### src/rtl/mips_mc_control_pkg.sv
// Shared encodings for the multi-cycle MIPS control path: opcodes, funct codes,
// ALU control codes, mux select codes, exception causes, FSM states, strobe bundle.
package mips_mc_control_pkg;

  localparam logic [5:0] OP_R    = 6'b000000;
  localparam logic [5:0] OP_LW   = 6'b100011;
  localparam logic [5:0] OP_SW   = 6'b101011;
  localparam logic [5:0] OP_BEQ  = 6'b000100;
  localparam logic [5:0] OP_ADDI = 6'b001000;
  localparam logic [5:0] OP_J    = 6'b000010;

  localparam logic [5:0] F_ADD = 6'b100000;
  localparam logic [5:0] F_SUB = 6'b100010;
  localparam logic [5:0] F_AND = 6'b100100;
  localparam logic [5:0] F_OR  = 6'b100101;
  localparam logic [5:0] F_SLT = 6'b101010;

  localparam logic [3:0] ALU_AND = 4'b0000;
  localparam logic [3:0] ALU_OR  = 4'b0001;
  localparam logic [3:0] ALU_ADD = 4'b0010;
  localparam logic [3:0] ALU_SUB = 4'b0110;
  localparam logic [3:0] ALU_SLT = 4'b0111;

  localparam logic [1:0] SRCB_RT    = 2'b00;
  localparam logic [1:0] SRCB_FOUR  = 2'b01;
  localparam logic [1:0] SRCB_IMM   = 2'b10;
  localparam logic [1:0] SRCB_IMMSH = 2'b11;

  localparam logic [1:0] PCSRC_ALU    = 2'b00;
  localparam logic [1:0] PCSRC_ALUOUT = 2'b01;
  localparam logic [1:0] PCSRC_JUMP   = 2'b10;
  localparam logic [1:0] PCSRC_EXC    = 2'b11;

  localparam logic [1:0] CAUSE_NONE = 2'b00;
  localparam logic [1:0] CAUSE_OVF  = 2'b01;
  localparam logic [1:0] CAUSE_ILL  = 2'b10;
  localparam logic [1:0] CAUSE_TMO  = 2'b11;

  typedef enum logic [3:0] {
    S_FETCH, S_DECODE, S_MEMADR, S_MEMRD, S_MEMWB, S_MEMWR, S_EXEC,
    S_RWB, S_IEXEC, S_IWB, S_BRANCH, S_JUMP, S_EXC
  } state_t;

  typedef enum logic [1:0] {AOP_ADD, AOP_SUB, AOP_FUNCT} alu_op_t;

  // One bundle of datapath strobes so reset can blank all of them at once.
  typedef struct packed {
    logic       pc_write;
    logic       ir_write;
    logic       i_or_d;
    logic       mem_read;
    logic       mem_write;
    logic       reg_write;
    logic       reg_dst;
    logic       mem_to_reg;
    logic       alu_src_a;
    logic [1:0] alu_src_b;
    alu_op_t    alu_op;
    logic [1:0] pc_source;
    logic       exception;
  } ctrl_t;

endpackage

### src/rtl/mips_alu_decoder.sv
// Maps the FSM's ALU operation class plus the R-type funct field to an ALU control code.
module mips_alu_decoder
  import mips_mc_control_pkg::*;
#(
  parameter int FUNCT_W = 6
) (
  input  alu_op_t              alu_op,
  input  logic [FUNCT_W-1:0]   funct,
  output logic [3:0]           alu_ctrl
);

  // Unknown funct codes fall back to ADD so the datapath never sees an undefined op.
  always_comb begin
    alu_ctrl = ALU_ADD;
    case (alu_op)
      AOP_SUB: alu_ctrl = ALU_SUB;
      AOP_FUNCT: begin
        case (funct)
          FUNCT_W'(F_ADD): alu_ctrl = ALU_ADD;
          FUNCT_W'(F_SUB): alu_ctrl = ALU_SUB;
          FUNCT_W'(F_AND): alu_ctrl = ALU_AND;
          FUNCT_W'(F_OR):  alu_ctrl = ALU_OR;
          FUNCT_W'(F_SLT): alu_ctrl = ALU_SLT;
          default:         alu_ctrl = ALU_ADD;
        endcase
      end
      default: alu_ctrl = ALU_ADD;
    endcase
  end

endmodule

### src/rtl/mips_mc_control.sv
// Multi-cycle MIPS control FSM with overflow / illegal-opcode / memory-timeout exceptions.
// Optional performance counters are built when MIPS_MC_PERF_CNT_EN is defined.
module mips_mc_control
  import mips_mc_control_pkg::*;
#(
  parameter int OP_W        = 6,
  parameter int FUNCT_W     = 6,
  parameter int MEM_TIMEOUT = 16,
  parameter int CNT_W       = 32
) (
  input  logic               clk,
  input  logic               reset,
  input  logic [OP_W-1:0]    opcode,
  input  logic [FUNCT_W-1:0] funct,
  input  logic               overflow,
  input  logic               zero,
  input  logic               mem_ready,
  output logic               pc_write,
  output logic               ir_write,
  output logic               i_or_d,
  output logic               mem_read,
  output logic               mem_write,
  output logic               reg_write,
  output logic               reg_dst,
  output logic               mem_to_reg,
  output logic               alu_src_a,
  output logic [1:0]         alu_src_b,
  output logic [3:0]         alu_ctrl,
  output logic [1:0]         pc_source,
  output logic               exception,
  output logic [1:0]         exc_cause,
  output logic [CNT_W-1:0]   cycle_cnt,
  output logic [CNT_W-1:0]   instr_cnt
);

  localparam int WCNT_W = $clog2(MEM_TIMEOUT + 1);

  state_t            state, state_nxt;
  logic [WCNT_W-1:0] wait_cnt;
  logic              wait_hit;
  logic [1:0]        cause_nxt;
  ctrl_t             ctrl, ctrl_q;
  logic [3:0]        alu_ctrl_raw;

  // This wait cycle is the last one allowed; a mem_ready in it still takes priority.
  assign wait_hit = (wait_cnt == WCNT_W'(MEM_TIMEOUT - 1));

  // Next-state selection; memory-wait states self-loop until ready or timeout.
  always_comb begin
    state_nxt = state;
    case (state)
      S_FETCH:  state_nxt = mem_ready ? S_DECODE : (wait_hit ? S_EXC : S_FETCH);
      S_DECODE: begin
        case (opcode)
          OP_W'(OP_R):                 state_nxt = S_EXEC;
          OP_W'(OP_LW), OP_W'(OP_SW):  state_nxt = S_MEMADR;
          OP_W'(OP_BEQ):               state_nxt = S_BRANCH;
          OP_W'(OP_ADDI):              state_nxt = S_IEXEC;
          OP_W'(OP_J):                 state_nxt = S_JUMP;
          default:                     state_nxt = S_EXC;
        endcase
      end
      S_MEMADR: state_nxt = (opcode == OP_W'(OP_LW)) ? S_MEMRD : S_MEMWR;
      S_MEMRD:  state_nxt = mem_ready ? S_MEMWB : (wait_hit ? S_EXC : S_MEMRD);
      S_MEMWR:  state_nxt = mem_ready ? S_FETCH : (wait_hit ? S_EXC : S_MEMWR);
      S_EXEC:   state_nxt = overflow ? S_EXC : S_RWB;
      S_IEXEC:  state_nxt = overflow ? S_EXC : S_IWB;
      default:  state_nxt = S_FETCH;
    endcase
  end

  // The only way into EXC from a given state fixes the cause.
  always_comb begin
    case (state)
      S_DECODE:         cause_nxt = CAUSE_ILL;
      S_EXEC, S_IEXEC:  cause_nxt = CAUSE_OVF;
      default:          cause_nxt = CAUSE_TMO;
    endcase
  end

  // State, wait counter (restarts whenever the state changes) and sticky exception cause.
  always_ff @(posedge clk or posedge reset) begin
    if (reset) begin
      state     <= S_FETCH;
      wait_cnt  <= '0;
      exc_cause <= CAUSE_NONE;
    end else begin
      state    <= state_nxt;
      wait_cnt <= (state_nxt == state) ? wait_cnt + 1'b1 : '0;
      if (state_nxt == S_EXC && state != S_EXC) exc_cause <= cause_nxt;
    end
  end

  // Moore strobes per state; FETCH's ir_write/pc_write follow mem_ready directly.
  always_comb begin
    ctrl        = '0;
    ctrl.alu_op = AOP_ADD;
    case (state)
      S_FETCH: begin
        ctrl.mem_read  = 1'b1;
        ctrl.alu_src_b = SRCB_FOUR;
        ctrl.ir_write  = mem_ready;
        ctrl.pc_write  = mem_ready;
        ctrl.pc_source = PCSRC_ALU;
      end
      S_DECODE: ctrl.alu_src_b = SRCB_IMMSH;
      S_MEMADR: begin
        ctrl.alu_src_a = 1'b1;
        ctrl.alu_src_b = SRCB_IMM;
      end
      S_MEMRD: begin
        ctrl.mem_read = 1'b1;
        ctrl.i_or_d   = 1'b1;
      end
      S_MEMWB: begin
        ctrl.reg_write  = 1'b1;
        ctrl.mem_to_reg = 1'b1;
      end
      S_MEMWR: begin
        ctrl.mem_write = 1'b1;
        ctrl.i_or_d    = 1'b1;
      end
      S_EXEC: begin
        ctrl.alu_src_a = 1'b1;
        ctrl.alu_src_b = SRCB_RT;
        ctrl.alu_op    = AOP_FUNCT;
      end
      S_RWB: begin
        ctrl.reg_write = 1'b1;
        ctrl.reg_dst   = 1'b1;
      end
      S_IEXEC: begin
        ctrl.alu_src_a = 1'b1;
        ctrl.alu_src_b = SRCB_IMM;
      end
      S_IWB: ctrl.reg_write = 1'b1;
      S_BRANCH: begin
        ctrl.alu_src_a = 1'b1;
        ctrl.alu_src_b = SRCB_RT;
        ctrl.alu_op    = AOP_SUB;
        ctrl.pc_source = PCSRC_ALUOUT;
        ctrl.pc_write  = zero;
      end
      S_JUMP: begin
        ctrl.pc_write  = 1'b1;
        ctrl.pc_source = PCSRC_JUMP;
      end
      S_EXC: begin
        ctrl.exception = 1'b1;
        ctrl.pc_write  = 1'b1;
        ctrl.pc_source = PCSRC_EXC;
      end
      default: ;
    endcase
  end

  mips_alu_decoder #(.FUNCT_W(FUNCT_W)) u_alu_dec (
    .alu_op   (ctrl.alu_op),
    .funct    (funct),
    .alu_ctrl (alu_ctrl_raw)
  );

  // Reset blanks every strobe asynchronously so an in-flight access is dropped at once.
  always_comb ctrl_q = reset ? '0 : ctrl;

  assign pc_write   = ctrl_q.pc_write;
  assign ir_write   = ctrl_q.ir_write;
  assign i_or_d     = ctrl_q.i_or_d;
  assign mem_read   = ctrl_q.mem_read;
  assign mem_write  = ctrl_q.mem_write;
  assign reg_write  = ctrl_q.reg_write;
  assign reg_dst    = ctrl_q.reg_dst;
  assign mem_to_reg = ctrl_q.mem_to_reg;
  assign alu_src_a  = ctrl_q.alu_src_a;
  assign alu_src_b  = ctrl_q.alu_src_b;
  assign pc_source  = ctrl_q.pc_source;
  assign exception  = ctrl_q.exception;
  assign alu_ctrl   = reset ? 4'b0000 : alu_ctrl_raw;

`ifdef MIPS_MC_PERF_CNT_EN
  logic retire;
  assign retire = (state_nxt == S_FETCH) && (state != S_FETCH) && (state != S_EXC);

  // Free-running cycle count and retired-instruction count, both wrapping.
  always_ff @(posedge clk or posedge reset) begin
    if (reset) begin
      cycle_cnt <= '0;
      instr_cnt <= '0;
    end else begin
      cycle_cnt <= cycle_cnt + 1'b1;
      if (retire) instr_cnt <= instr_cnt + 1'b1;
    end
  end
`else
  assign cycle_cnt = '0;
  assign instr_cnt = '0;
`endif

endmodule

### config.mk
export PLATFORM = sky130hd
export DESIGN_NAME = mips_mc_control
export DESIGN_NICKNAME = d
export VERILOG_FILES = /design/src/rtl/mips_mc_control_pkg.sv /design/src/rtl/mips_alu_decoder.sv /design/src/rtl/mips_mc_control.sv
export SDC_FILE = /design/constraint.sdc
export NUM_CORES = 1
export LEC_CHECK = 0
export CAP_MARGIN = 20
export CELL_PAD_IN_SITES_DETAIL_PLACEMENT = 1
export CELL_PAD_IN_SITES_GLOBAL_PLACEMENT = 2
export CORE_MARGIN = 10
export CORE_UTILIZATION = 18
export DETAILED_ROUTE_END_ITERATION = 10
export GPL_TIMING_DRIVEN = 0
export PLACE_DENSITY = 0.87
export SLEW_MARGIN = 10
export SYNTH_ARGS = -nofsm -noshare
export SYNTH_HDL_FRONTEND = slang
export SYNTH_HIERARCHICAL = 1
export SYNTH_SLANG_ARGS = --single-unit
### constraint.sdc
create_clock -name clk -period 2.1 [get_ports clk]
set_input_delay 0.42 -clock clk [delete_from_list [all_inputs] [get_ports clk]]
set_output_delay 0.42 -clock clk [all_outputs]
set_load 0.02 [all_outputs]
==> results of run 1 <==
-- how the worst max path moves through the flow --
stage,cells after the start,endpoint,slack [ns]
final,9,alu_ctrl[0],-0.27
after global routing,9,alu_ctrl[0],-0.36
after CTS,9,alu_ctrl[2],-0.26
after detailed placement,6,pc_write,-0.88
after global placement,6,pc_write,-0.85
after floorplan,8,alu_ctrl[2],0.000003
-- cells by family (layout without fill, tap and decap cells) --
family,after synthesis,count (layout)
buffers and inverters,85,144
and+or+nand+nor,78,78
AOI/OAI and AO/OA,34,34
DFF,11,11
xor gates and xnor gates,5,5
adders and majority gates,4,4
other,2,65
muxes,2,2
-- per-stage QoR --
| stage | power (mW) | cells | hold slack, ns | TNS [ns] | area (sq um) |
|---|---|---|---|---|---|
| after floorplan | 1.17 | 284 | 0.281 | 0 | 2030 |
| after global routing | 2.35 | 472 | 0.382 | -2.39 | 3040 |
| after CTS | 2.07 | 464 | 0.516 | -1.15 | 2910 |
| after global placement | 1.51 | 448 | 0.465 | -15.44 | 2540 |
| after detailed placement | 1.53 | 448 | 0.476 | -16.04 | 2540 |
| final | 2.22 | 472 | 0.345 | -1.31 | 3040 |
-- layout by cell type, fill, tap and decap left out, types with 7 or more instances in the layout --
cell / Yosys / layout
inv_1: 10 / 8
conb_1: 2 / 65
nor3_1: 12 / 7
dfrtp_1: 11 / 8
nand2_1: 9 / 9
clkdlybuf4s50_1: 0 / 10
nor4_2: 1 / 7
buf_2: 3 / 10
buf_6: 1 / 9
buf_4: 66 / 86
-- layer usage --
| metal | vias up | routed length (um) |
|---|---|---|
| li1 | 888 | - |
| met1 | 847 | 2500 |
| met2 | 61 | 3470 |
| met3 | 10 | 458 |
| met4 | 0 | 97 |
| met5 | - | 0 |
-- timing repair --
item | 4_1_cts | 5_1_grt
pin swaps | 18 | 12
resized for setup | 121 | 47
buffers inserted | 15 | 9
setup endpoints to repair | 26 | 24
cloned | 0 | 0
-- cell type report --
| class | count | share of cell area [%] |
|---|---|---|
| Tap cell | 129 | 5.30 |
| Inverter | 10 | 1.36 |
| Timing Repair Buffer | 58 | 16.0 |
| Sequential cell | 11 | 9.17 |
| Buffer | 72 | 18.6 |
| Clock buffer | 4 | 1.48 |
| Multi-Input combinational cell | 188 | 48.1 |
-- worst min-delay path: stages --
cell        delay, ns
clkbuf_2         0.20
clkinvlp_4       0.12
buf_4            0.20
-- synth_stat cells (2+ instances only) --
master | number | area [sq um]
buf_4 | 66 | 495
nor3_1 | 12 | 60.1
dfrtp_1 | 11 | 275
inv_1 | 10 | 37.5
nor2_1 | 10 | 37.5
nand2_1 | 9 | 33.8
a21oi_1 | 8 | 40.0
nand2b_1 | 8 | 50.1
nor4_1 | 8 | 50.1
clkbuf_1 | 5 | 18.8
nor2b_1 | 5 | 31.3
ha_1 | 4 | 50.1
o21ai_0 | 4 | 20.0
buf_2 | 3 | 15.0
nand4bb_1 | 3 | 33.8
or3b_2 | 3 | 26.3
or4b_2 | 3 | 30.0
xor2_1 | 3 | 26.3
a2111oi_0 | 2 | 17.5
a211o_1 | 2 | 17.5
a211oi_1 | 2 | 15.0
conb_1 | 2 | 7.51
mux2i_1 | 2 | 20.0
nand3_1 | 2 | 10.0
nand4b_1 | 2 | 17.5
nor4b_1 | 2 | 17.5
o32ai_1 | 2 | 17.5
or2_2 | 2 | 12.5
or3b_1 | 2 | 17.5
xnor2_1 | 2 | 17.5
-- where the power goes --
part / total [mW] / switching, mW / internal (mW)
clock: 0.221 / 0.0867 / 0.134
combinational: 1.67 / 0.937 / 0.732
sequential: 0.326 / 0.0579 / 0.268
total: 2.22 / 1.08 / 1.13
-- state kept, by name (all words and copies together), names as in the netlist --
name,flops
exc_cause,2
state,4
wait_cnt,5
==> reports/metrics.cfg, run 1 <==
[critical_path]
crit_buf_inv = 3
worstReg2RegStart = wait_cnt[0]
cp_cell_sequence = buf_6 > nand2b_4 > nor2_4 > inv_2 > ha_4 > nand4bb_4 > a21oi_2 > nor2b_4 > buf_6
r2r_slack_ns = -0.13
critPathKind = reg -> out
crit_required_ns = 1.68
start_kind = flip-flop
cp_top_family = simple AND/OR/NAND/NOR gates
reg2reg_to = exc_cause[1]
slowest_delay_ns = 0.44
arrival_ns = 1.95
worst_setup_path_end_kind = output pin
crit_start = state[2]
cpMaxStageDelayCell = dfrtp_2
ff2ff_path_depth = 8
crit_fanout = 4
crit_path_frequent_cell = buf_6

[floorplanning]
dieArea_sq_mm = 0.0139
dieWidth_um = 118
core_area_sq_mm = 0.00928
io_pins = 101
initial_utilization_pct = 18.5
fp.dieH_um = 118
floorplan.rows = 35

[placed_design]
post-place-ws_ns = -0.881
gp_congestion = 0.843
port_buffers = 35
dpl.hpwl_um = 4960

[global_route]
antenna_found_initial = 0
gr-usage-all-layers_pct = 8.65
met1_usage_pct = 8.89
top_usage_layer = met2
grt_overflow_total = 0
grt_pass1_vias = 1941
grt_max_degree = 12
grt_pass1_wl_um = 10100
use_met2_pct = 15.8
use_met3_pct = 3.45

[timing]
hold_viol_final = 0
slew_violations = 0
rsz0062_at_grt = true
worst_slack_ns = -0.272
timing.final.crit_share_pct = 113
period_minus_slack_ns = 2.37
worstMarginPinSlew_ns = 0.495
max_freq_mhz = 422
fin_worst_skew_ns = 0.00295
relSlewSlack_pct = 66.5
finalSetupViolCount = 10

[cts]
ctsRootBufferMaster = clkbuf_8
ctsLongestPathBuffers = 2
cts_buffers = 3
clkSinkCount = 11
cts_hold_repair.buffers = 0
htree_levels = 1
worstSkewPairLatency_ns = 0.25
cts_tree = done
cts.clk_slew.worst_paths_ns = 0.05

[detailed_routing]
wl_per_cell_um = 13.8
vias_per_cell = 3.83
num_vias = 1806
drc_errors = 0
dr.pass1.iters = 3
wirelength_um = 6530
drtIter0Drc = 24
ant_nets = 0

[synthesis]
synth_top_family_by_area = buffers and inverters
synthAdderAreaFrac_pct = 2.91
synthMuxAreaShare_pct = 1.16
synthSimpleGateAreaFrac_pct = 28.7
synth_flop_cell = dfrtp_1
async_flop_share_pct = 100
yosys_warnings = 6
synth_edf_count = 0
synth_xor_area_share_pct = 2.55
syn-cell-area_sq_mm = 0.00172
synth_compound_area_share_pct = 14.6
seq_area_frac_synth_pct = 16.0
synthCells = 221
synth.avg_cell_area_sq_um = 7.78
ys_ff_latch = 11
synth_cell_types = 52

[power]
vdd.ir_drop.worst_v = 0.000281
power.density_mw_per_mm2 = 728
p_leak_nw = 1.44

[hold_path]
worstHoldPathType = in -> async

[outcome]
status = finished with violations
violations = negative setup slack

[job]
maxCapViolCount = 0

[layout]
num-fill-cells = 1133
multiInputGateArea_sq_mm = 0.00146
final_nets = 365
seqCellArea_sq_um = 279
diodes = 0
fin_util_pct = 32.8
areaGrowthSynthToFinish_pct = 77.0
drive_above_1_share_pct = 52.8

(Power assumes the default switching activity.)
==> run 2: changes to the inputs <==
Settings changed: RECOVER_POWER from default to 100.
==> reports/metrics.cfg, run 2 (synthesized netlist as in run 1, its figures left out) <==
[layout]
layout_commonest_cell = buf_4
final_nets = 365
largest_register = wait_cnt
reg.largest.list = wait_cnt x5, state x4, exc_cause x2
diodes = 0
areaGrowthSynthToFinish_pct = 75.0
largest_reg_flops = 5
final_cell_mix = buf_4, conb_1, buf_6, nand2_1, buf_2
drive_above_1_share_pct = 51.0
fin_util_pct = 32.4

[cts]
worstSkewPairLatency_ns = 0.25
ctsLongestPathBuffers = 2
cts_hold_repair.buffers = 0
cts_tree = done
cts.clk_slew.worst_paths_ns = 0.05
htree_levels = 1
ctsRootBufferMaster = clkbuf_8
clkSinkCount = 11
cts_buffers = 3

[timing]
period_minus_slack_ns = 2.37
slew_violations = 0
max_freq_mhz = 422
timing.final.crit_share_pct = 113
finalSetupViolCount = 11
fin_worst_skew_ns = 0.00232
rsz0062_at_grt = true
setup_tns_ns = -1.58
worstMarginPinSlew_ns = 0.632
relSlewSlack_pct = 57.9
worst_slack_ns = -0.269
hold_viol_final = 0

[global_route]
grt_overflow_total = 0
grt_pass1_wl_um = 10100
grt_max_degree = 12
grt_pass1_vias = 1941
antenna_found_initial = 0
gr-usage-all-layers_pct = 8.65

[critical_path]
crit_required_ns = 1.68
start_kind = flip-flop
crit_fanout = 4
arrival_ns = 1.95
critPathKind = reg -> out
worst_setup_path_end_kind = output pin

[detailed_routing]
vias_per_cell = 3.82
num_vias = 1804
dr.pass1.iters = 4
drtIter0Drc = 31
wl_per_cell_um = 13.8
drc_errors = 0
ant_nets = 0
wirelength_um = 6520

[placed_design]
dpl.hpwl_um = 4960
port_buffers = 35
gp_congestion = 0.843

[outcome]
violations = negative setup slack
status = finished with violations

[floorplanning]
dieWidth_um = 118
fp.dieH_um = 118
dieArea_sq_mm = 0.0139
io_pins = 101
core_area_sq_mm = 0.00928
floorplan.rows = 35
initial_utilization_pct = 18.5

[power]
power.density_mw_per_mm2 = 725
vdd.ir_drop.worst_v = 0.000277
p_leak_nw = 1.42

[hold_path]
worstHoldPathType = in -> async

[job]
maxCapViolCount = 0

[run 2: cell count changes in the layout (fill, tap and decap cells not counted), sizes merged]
cell | before | now
buf | 106 | 103
clkbuf | 11 | 14
clkdlybuf4s50 | 10 | 8
dlygate4sd3 | 0 | 2
[run 2: final timing paths]
check | start | endpoint | slack [ns] | depth (start not counted)
worst max-delay path | state[2] | alu_ctrl[0] | -0.27 | 9
worst min-delay path | reset | state[3] | 0.50 | 3
worst max register to register | wait_cnt[0] | exc_cause[1] | -0.16 | 8
worst min register to register | exc_cause[0] | exc_cause[0] | 0.53 | 2
max in group asynchronous | reset | state[1] | 1.16 | 3
min in group clk | exc_cause[0] | exc_cause[0] | 0.53 | 2
[run 2: metrics by stage]
stage	power (mW)	area [sq um]	hold slack [ns]	worst slack, ns	instances
final	2.18	3010	0.498	-0.269	472
after global routing	2.32	3010	0.560	-0.360	472
after CTS	2.07	2910	0.516	-0.259	464
after detailed placement	1.53	2540	0.476	-0.881	448
after global placement	1.51	2540	0.465	-0.853	448
after floorplan	1.17	2030	0.281	0.00000344	284
[run 2: power by group]
group	internal, mW	switching (mW)
Clock	0.134	0.0875
Sequential	0.268	0.0567
Combinational	0.713	0.922
Total	1.12	1.07
[run 2: repair_timing]
item,in CTS,in global routing
gates resized for setup,121,47
endpoints found under the setup margin,26,24
buffers inserted,15,9
pin swaps,18,12
[run 2: final cells by class]
type	count	area, sq um
Inverter	10	41.3
Tap cell	129	161
Buffer	72	564
Timing Repair Buffer	58	477
Multi-Input combinational cell	188	1440
Clock buffer	4	45.0
Sequential cell	11	279
Fill cell	1133	6270
[run 2: routing by layer]
metal	GRT usage [%]	wire (um)	part of all wire, %	vias to the layer above
met4	2.32	92	1.4	0
met3	3.45	451	6.9	10
met1	8.89	2530	39	847
met2	15.8	3450	53	59
met5	0	0	0	-
li1	-	-	-	888
[run 2: worst max-delay path, cell delays in order (launching register included)]
cell	delay [ns]
dfrtp_2	0.44
buf_6	0.13
nand2b_4	0.14
nor2_4	0.12
inv_2	0.05
ha_4	0.23
nand4bb_4	0.21
a21oi_2	0.12
nor2b_4	0.15
buf_6	0.12
